==> config.mk <==
export PLATFORM = sky130hd
export DESIGN_NAME = cache_mem_arbiter_flat
export DESIGN_NICKNAME = d
export VERILOG_FILES = /design/src/rtl/cpu_types_pkg.sv /design/src/rtl/cache_mem_arbiter_if.sv /design/src/rtl/cache_mem_arbiter_starve_cnt.sv /design/src/rtl/cache_mem_arbiter.sv /design/src/flat_wrapper.sv
export SDC_FILE = /design/constraint.sdc
export NUM_CORES = 1
export LEC_CHECK = 0
export CAP_MARGIN = 20
export CORE_AREA = 8 8 100 102
export DETAILED_ROUTE_END_ITERATION = 7
export DIE_AREA = 0 0 108 110
export PLACE_DENSITY = 0.71
export SLEW_MARGIN = 20
export SYNTH_ARGS = -nofsm -noshare
export SYNTH_HDL_FRONTEND = slang
export SYNTH_SLANG_ARGS = --single-unit
==> constraint.sdc <==
create_clock -name CLK -period 3.6 [get_ports CLK]
set_input_delay 0.72 -clock CLK [delete_from_list [all_inputs] [get_ports CLK]]
set_output_delay 0.72 -clock CLK [all_outputs]
set_load 0.02 [all_outputs]
==> src/rtl/cpu_types_pkg.sv <==
// -----------------------------------------------------------------------------
// cpu_types_pkg
// Shared types for the cache block: machine word, RAM port status and the
// memory arbiter state encoding (shared by the arbiter and its bench).
// -----------------------------------------------------------------------------
package cpu_types_pkg;

  typedef logic [31:0] word_t;

  // Status reported by the RAM port on every cycle.
  typedef enum logic [1:0] {
    FREE   = 2'd0,
    BUSY   = 2'd1,
    ACCESS = 2'd2,
    ERROR  = 2'd3
  } ramstate_t;

  // Memory arbiter grant state.
  typedef enum logic [1:0] {
    IDLE = 2'd0,
    IGNT = 2'd1,
    DGNT = 2'd2
  } arb_state_t;

  localparam int STARVE_CNT_W = 4;

endpackage

==> src/rtl/cache_mem_arbiter_if.sv <==
// -----------------------------------------------------------------------------
// cache_mem_arbiter_if
// Bundles the icache/dcache request signals and the single RAM port.
//   master : the arbiter side (drives load data, waits and the RAM request)
//   slave  : the caches + RAM side (drives requests, RAM status and read data)
//
// Handshake: a cache raises iREN / dREN / dWEN and holds address and data
// stable while its wait is high; the access completes in the single cycle in
// which its wait is low. Dropping every enable before that aborts the access.
// -----------------------------------------------------------------------------
interface cache_mem_arbiter_if;
  import cpu_types_pkg::*;

  // icache side
  logic      iREN;
  word_t     iaddr;
  word_t     iload;
  logic      iwait;
  // dcache side
  logic      dREN;
  logic      dWEN;
  word_t     daddr;
  word_t     dstore;
  word_t     dload;
  logic      dwait;
  // RAM side
  logic      ramREN;
  logic      ramWEN;
  word_t     ramaddr;
  word_t     ramstore;
  word_t     ramload;
  ramstate_t ramstate;

  modport master (
    input  iREN, iaddr, dREN, dWEN, daddr, dstore, ramload, ramstate,
    output iload, iwait, dload, dwait, ramREN, ramWEN, ramaddr, ramstore
  );

  modport slave (
    output iREN, iaddr, dREN, dWEN, daddr, dstore, ramload, ramstate,
    input  iload, iwait, dload, dwait, ramREN, ramWEN, ramaddr, ramstore
  );

endinterface

==> src/rtl/cache_mem_arbiter_starve_cnt.sv <==
// -----------------------------------------------------------------------------
// arb_starve_cnt
// Saturating counter of dcache grants won while the icache was waiting.
//   clk, rst : clock, synchronous active-high reset
//   clr_i    : clear to zero (wins over inc_i)
//   inc_i    : increment, saturating at all-ones
//   cnt_o    : current count
//   limit_o  : count has reached STARVE_LIMIT
// -----------------------------------------------------------------------------
module arb_starve_cnt
  import cpu_types_pkg::*;
#(
  parameter int STARVE_LIMIT = 4
) (
  input  logic                    clk,
  input  logic                    rst,
  input  logic                    clr_i,
  input  logic                    inc_i,
  output logic [STARVE_CNT_W-1:0] cnt_o,
  output logic                    limit_o
);

  localparam logic [STARVE_CNT_W-1:0] LIMIT_V   = STARVE_CNT_W'(STARVE_LIMIT);
  localparam logic [STARVE_CNT_W-1:0] CNT_MAX_V = '1;

  logic [STARVE_CNT_W-1:0] cnt_q;
  logic [STARVE_CNT_W-1:0] cnt_d;

  always_comb begin
    cnt_d = cnt_q;
    if (clr_i) begin
      cnt_d = '0;
    end else if (inc_i && (cnt_q != CNT_MAX_V)) begin
      cnt_d = cnt_q + 1'b1;
    end
  end

  always_ff @(posedge clk) begin
    if (rst) begin
      cnt_q <= '0;
    end else begin
      cnt_q <= cnt_d;
    end
  end

  assign cnt_o   = cnt_q;
  assign limit_o = (cnt_q >= LIMIT_V);

endmodule

==> src/rtl/cache_mem_arbiter.sv <==
// -----------------------------------------------------------------------------
// cache_mem_arbiter
// Shares one RAM port between the instruction and data caches. The dcache has
// priority; a starvation counter forces an icache grant after STARVE_LIMIT
// dcache grants won while the icache was waiting. Grants are registered and
// held until the access completes (ACCESS) or the owner withdraws.
//   CLK, RST      : clock, synchronous active-high reset
//   bus (master)  : cache requests, waits/load data and the RAM port
//   state_o       : current grant state (debug)
//   starve_cnt_o  : starvation counter value (debug)
//   force_i_o     : forced-icache flag (debug)
// All bus outputs are combinational from the registered state and the current
// requests; ramstate only steers waits and next state, never the RAM enables.
// -----------------------------------------------------------------------------
module cache_mem_arbiter
  import cpu_types_pkg::*;
#(
  parameter int STARVE_LIMIT = 4
) (
  input  logic                    CLK,
  input  logic                    RST,
  cache_mem_arbiter_if.master     bus,
  output arb_state_t              state_o,
  output logic [STARVE_CNT_W-1:0] starve_cnt_o,
  output logic                    force_i_o
);

  arb_state_t state_q, state_d;
  logic       force_q, force_d;
  logic       cnt_clr, cnt_inc, cnt_limit;
  logic       d_req;

  assign d_req = bus.dREN | bus.dWEN;

  arb_starve_cnt #(
    .STARVE_LIMIT (STARVE_LIMIT)
  ) u_starve_cnt (
    .clk     (CLK),
    .rst     (RST),
    .clr_i   (cnt_clr),
    .inc_i   (cnt_inc),
    .cnt_o   (starve_cnt_o),
    .limit_o (cnt_limit)
  );

  always_comb begin
    state_d      = state_q;
    // Latch the limit; the clear on icache grant below takes precedence.
    force_d      = force_q | cnt_limit;
    cnt_clr      = 1'b0;
    cnt_inc      = 1'b0;
    bus.ramREN   = 1'b0;
    bus.ramWEN   = 1'b0;
    bus.ramaddr  = '0;
    bus.ramstore = '0;
    bus.iwait    = 1'b1;
    bus.dwait    = 1'b1;

    case (state_q)
      IDLE: begin
        // The forced flag only blocks the dcache while the icache is actually
        // asking, so a stale flag can never stall the dcache forever.
        if (d_req && !(force_q && bus.iREN)) begin
          state_d = DGNT;
          cnt_inc = bus.iREN;
        end else if (bus.iREN) begin
          state_d = IGNT;
          cnt_clr = 1'b1;
          force_d = 1'b0;
        end
      end

      IGNT: begin
        bus.ramREN  = bus.iREN;
        bus.ramaddr = bus.iaddr;
        if (!bus.iREN) begin
          state_d = IDLE;               // withdrawn: abort
        end else if (bus.ramstate == ACCESS) begin
          bus.iwait = 1'b0;
          state_d   = IDLE;
        end
        // FREE / BUSY / ERROR: hold and retry
      end

      DGNT: begin
        bus.ramaddr  = bus.daddr;
        bus.ramstore = bus.dstore;
        if (bus.dWEN) begin
          bus.ramWEN = 1'b1;            // write wins over read
        end else begin
          bus.ramREN = bus.dREN;
        end
        if (!d_req) begin
          state_d = IDLE;               // withdrawn: abort
        end else if (bus.ramstate == ACCESS) begin
          bus.dwait = 1'b0;
          state_d   = IDLE;
        end
      end

      default: begin
        state_d = IDLE;
      end
    endcase
  end

  always_ff @(posedge CLK) begin
    if (RST) begin
      state_q <= IDLE;
      force_q <= 1'b0;
    end else begin
      state_q <= state_d;
      force_q <= force_d;
    end
  end

  assign bus.iload = bus.ramload;
  assign bus.dload = bus.ramload;
  assign state_o   = state_q;
  assign force_i_o = force_q;

endmodule

==> src/flat_wrapper.sv <==
// flat-port wrapper written by rule: the top's interface ports become plain ports
module cache_mem_arbiter_flat import cpu_types_pkg::*;
#(
  parameter int STARVE_LIMIT = 4
)
  (CLK, RST, state_o, starve_cnt_o, force_i_o, bus_iREN, bus_iaddr, bus_dREN, bus_dWEN, bus_daddr, bus_dstore, bus_ramload, bus_ramstate, bus_iload, bus_iwait, bus_dload, bus_dwait, bus_ramREN, bus_ramWEN, bus_ramaddr, bus_ramstore);
  cache_mem_arbiter_if bus_i ();
  input  logic CLK;
  input  logic RST;
  output arb_state_t state_o;
  output logic [STARVE_CNT_W-1:0] starve_cnt_o;
  output logic force_i_o;
  input wire logic [$bits(bus_i.iREN)-1:0] bus_iREN;
  input wire logic [$bits(bus_i.iaddr)-1:0] bus_iaddr;
  input wire logic [$bits(bus_i.dREN)-1:0] bus_dREN;
  input wire logic [$bits(bus_i.dWEN)-1:0] bus_dWEN;
  input wire logic [$bits(bus_i.daddr)-1:0] bus_daddr;
  input wire logic [$bits(bus_i.dstore)-1:0] bus_dstore;
  input wire logic [$bits(bus_i.ramload)-1:0] bus_ramload;
  input wire logic [$bits(bus_i.ramstate)-1:0] bus_ramstate;
  output wire logic [$bits(bus_i.iload)-1:0] bus_iload;
  output wire logic [$bits(bus_i.iwait)-1:0] bus_iwait;
  output wire logic [$bits(bus_i.dload)-1:0] bus_dload;
  output wire logic [$bits(bus_i.dwait)-1:0] bus_dwait;
  output wire logic [$bits(bus_i.ramREN)-1:0] bus_ramREN;
  output wire logic [$bits(bus_i.ramWEN)-1:0] bus_ramWEN;
  output wire logic [$bits(bus_i.ramaddr)-1:0] bus_ramaddr;
  output wire logic [$bits(bus_i.ramstore)-1:0] bus_ramstore;
  assign bus_i.iREN = bus_iREN;
  assign bus_i.iaddr = bus_iaddr;
  assign bus_i.dREN = bus_dREN;
  assign bus_i.dWEN = bus_dWEN;
  assign bus_i.daddr = bus_daddr;
  assign bus_i.dstore = bus_dstore;
  assign bus_i.ramload = bus_ramload;
  assign bus_i.ramstate = bus_ramstate;
  assign bus_iload = bus_i.iload;
  assign bus_iwait = bus_i.iwait;
  assign bus_dload = bus_i.dload;
  assign bus_dwait = bus_i.dwait;
  assign bus_ramREN = bus_i.ramREN;
  assign bus_ramWEN = bus_i.ramWEN;
  assign bus_ramaddr = bus_i.ramaddr;
  assign bus_ramstore = bus_i.ramstore;
  cache_mem_arbiter #(.STARVE_LIMIT(STARVE_LIMIT)) u_core (.CLK(CLK), .RST(RST), .bus(bus_i), .state_o(state_o), .starve_cnt_o(starve_cnt_o), .force_i_o(force_i_o));
endmodule
==> results by group <==
Outcome
  • Status: complete, no violations

Critical path
  • Crit path max fanout: 8
  • Required @ worst endpoint: about 2900 ps
  • R2R setup slack: roughly 1900 ps
  • Worst setup SP type: input port
  • WP data arrival: around 2300 ps
  • Worst path slowest cell: clkdlybuf4s50_1
  • Setup Crit Path Kind: input port to output port
  • CP peak stage delay: roughly 640 ps
  • Crit path cell chain: clkdlybuf4s50_1 > nand2_1 > a21boi_0 > clkdlybuf4s50_1
  • Crit-path most repeated cell: clkdlybuf4s50_1
  • Reg2reg path depth: 7
  • Setup crit end kind: output port

Timing
  • Post-route minimum period: 3010 ps
  • Hold Vio Cnt, Final: 0
  • Setup Skew: about 3.6 ps
  • Rel. slew slack: 0.730
  • Peak Freq: approximately 0.33 GHz
  • Setup TNS: 0 ps
  • Setup WS post-layout: between 500 and 600 ps
  • Slew @ Worst Pin: about 400 ps
  • Final Max Slew Viols: 0
  • RSZ-0062 raised after global routing: false
  • Worst hold margin: 526 ps
  • Final setup viols: 0
  • Fin crit share: 0.836

Drt
  • 1st-iter DRT viols: between 80 and 90
  • DRT Wirelength: between 8000 and 9000 um
  • Avg WL per Cell: 18.9 um
  • Via count: 1,940
  • Detailed Routing Iterations Pass 1: 4
  • Remaining antenna violation count: 0
  • Vias per std cell: roughly 4.4
  • DRC: 0

Place
  • GPL Wtd Cong: 0.815
  • Post-DP HPWL: 7000 um
  • Pre-CTS WS: just under 600 ps
  • # port buffers: 177

Logic synthesis
  • Yosys warnings: 0
  • Mapped Nets: 366
  • Largest cells by area after synthesis: buf_4 29%, a22oi_1 15%, nor2b_1 13%
  • Syn avg cell area: roughly 7 sq um
  • Largest area contributor in the netlist: buf_4
  • Top_reg_cell synth: dfxtp_1
  • Distinct cell type count after synthesis: 30
  • Count leader, synth: buf_4
  • Mapped cell area: around 1600 sq um
  • Post-Syn Instances: 226
  • Fraction of registers with async set/reset: 0
  • Post-synth top area share: 0.295
  • Flops & latches, synth: 7
  • Number of synthesized flops with an enable pin: 0
  • Sequential area share after synthesis: 0.0860
  • Top cells by count, synth: 64 x buf_4, 33 x nor2b_1, 32 x a22oi_1, 32 x and2_1, 14 x clkbuf_1

Clock tree
  • H-tree levels: 1
  • Hold-fix buffers, CTS: 0
  • Post-CTS Setup Bufs: 0
  • Worst-path clk slew: 40 ps
  • Post-CTS resize count: 0
  • CTS tree: done
  • Clk_lat worst skew: around 230 ps
  • Clock sinks: 7
  • CTS root buf: clkbuf_8
  • Longest Clk Path Bufs: 2
  • Cts bufs inserted: 3

Floorplan
  • Die Y: 110 um
  • IO Count: 274
  • Initial Util: 0.192
  • Die width: roughly 110 um
  • Die area: 11,900 sq um
  • Core area: around 8500 sq um
  • Row count: 34

Cells and area
  • P&R area growth vs syn: 90.1%
  • FILL cells: between 800 and 900
  • Final core utilization: 0.366
  • Proportion of layout cells with a drive suffix above 1: 0.0420
  • Final nets: ~470
  • N_diodes: 0

Global route
  • First-pass GRT wire length: about 12,000 um
  • Gr usage total: 0.126
  • Antenna violations before repair: 0
  • Total congestion overflow: 0
  • Vias in the first global route: a little over 2,000
  • Largest net degree at the start of global routing: between 40 and 50

Flow run
  • Max cap viols: 0

Worst hold path
  • Hold path cells: 2
  • Path category of the worst min-delay check: register to register

Power
  • Pwr Density: between 150 and 200 nW/um^2
  • Power, Total: roughly 610 uW
  • Peak supply drop: around 230 uV
  • Leakage: ~0.0010 uW
==> through the flow <==
stage / cell area, sq um / cells
2_1_floorplan: 1630 / 226
3_3_place_gp: 3050 / 437
3_5_place_dp: 3050 / 437
4_1_cts: 3100 / 441
5_1_grt: 3100 / 441
6_report: 3100 / 441
==> routing by layer <==
| layer | up-vias | share of wire | global-route usage | wire (um) |
|---|---|---|---|---|
| li1 | 914 | - | - | - |
| met2 | 135 | 0.49 | 0.221 | 4090 |
| met5 | - | 0 | 0 | 0 |
| met1 | 880 | 0.36 | 0.135 | 3030 |
| met3 | 11 | 0.13 | 0.0581 | 1110 |
| met4 | 0 | 0.011 | 0.0278 | 89 |
==> kinds of logic (layout without fill, tap and decap cells) <==
| logic type | after synthesis | in the layout | share of synthesized area |
|---|---|---|---|
| compound gates | 48 | 48 | 0.216 |
| buf+inv | 82 | 189 | 0.337 |
| fa+ha+maj | 5 | 5 | 0.0384 |
| flops | 7 | 7 | 0.0860 |
| simple gates | 83 | 83 | 0.317 |
| xor+xnor | 1 | 1 | 0.00538 |
==> power breakdown <==
| part | internal (uW) | total, uW | leakage [uW] | switching [uW] |
|---|---|---|---|---|
| sequential | 81.6 | 86.5 | 0.0000570 | 4.83 |
| combinational | 238 | 414 | 0.000965 | 176 |
| clock | 75.2 | 113 | 0.0000255 | 37.6 |
==> worst max-delay path, delay by kind of cell <==
| family | cells | cell delay, ps |
|---|---|---|
| simple gates | 1 | 110 |
| buf+inv | 2 | 1280 |
| compound gates | 1 | 170 |
==> state kept, by name (all words and copies together), names as in the netlist <==
name	flops
u_core.u_starve_cnt.cnt_o	4
u_core.force_i_o	1
u_core.state_o	2
==> layout make-up <==
type	instances	area [sq um]	share of cell area
timing repair buffer	182	1820	0.588
multi-input combinational	137	942	0.304
sequential	7	140	0.0453
tap	108	135	0.0436
clock buffer	3	41.3	0.0133
inverter	3	11.3	0.00364
clock inverter	1	5.00	0.00162
==> placed cells by master (no fill, tap or decap), types with 2 or more instances in the layout <==
cell	synthesis	layout
ha_1	5	4
nand3b_1	2	2
nor2b_1	33	33
clkdlybuf4s50_1	0	177
a21oi_1	3	3
nor2_1	2	2
o21ai_0	5	5
a22oi_1	32	32
and2_1	32	32
nand3_1	4	4
clkbuf_8	0	3
o211ai_1	2	2
nand2_1	3	3
inv_1	3	3
dfxtp_1	7	7
buf_4	64	4
==> final timing paths <==
| path | start | end |
|---|---|---|
| setup / recovery | bus_iREN | bus_ramREN |
| hold reg to reg | u_core.u_starve_cnt.cnt_o[1]$_SDFFE_PP0P_ | u_core.u_starve_cnt.cnt_o[1]$_SDFFE_PP0P_ |
| hold / removal | u_core.u_starve_cnt.cnt_o[1]$_SDFFE_PP0P_ | u_core.u_starve_cnt.cnt_o[1]$_SDFFE_PP0P_ |
| setup reg to reg | u_core.state_o[0]$_SDFFE_PP0P_ | u_core.state_o[0]$_SDFFE_PP0P_ |
Note: power is estimated with default switching activity, not from simulation.
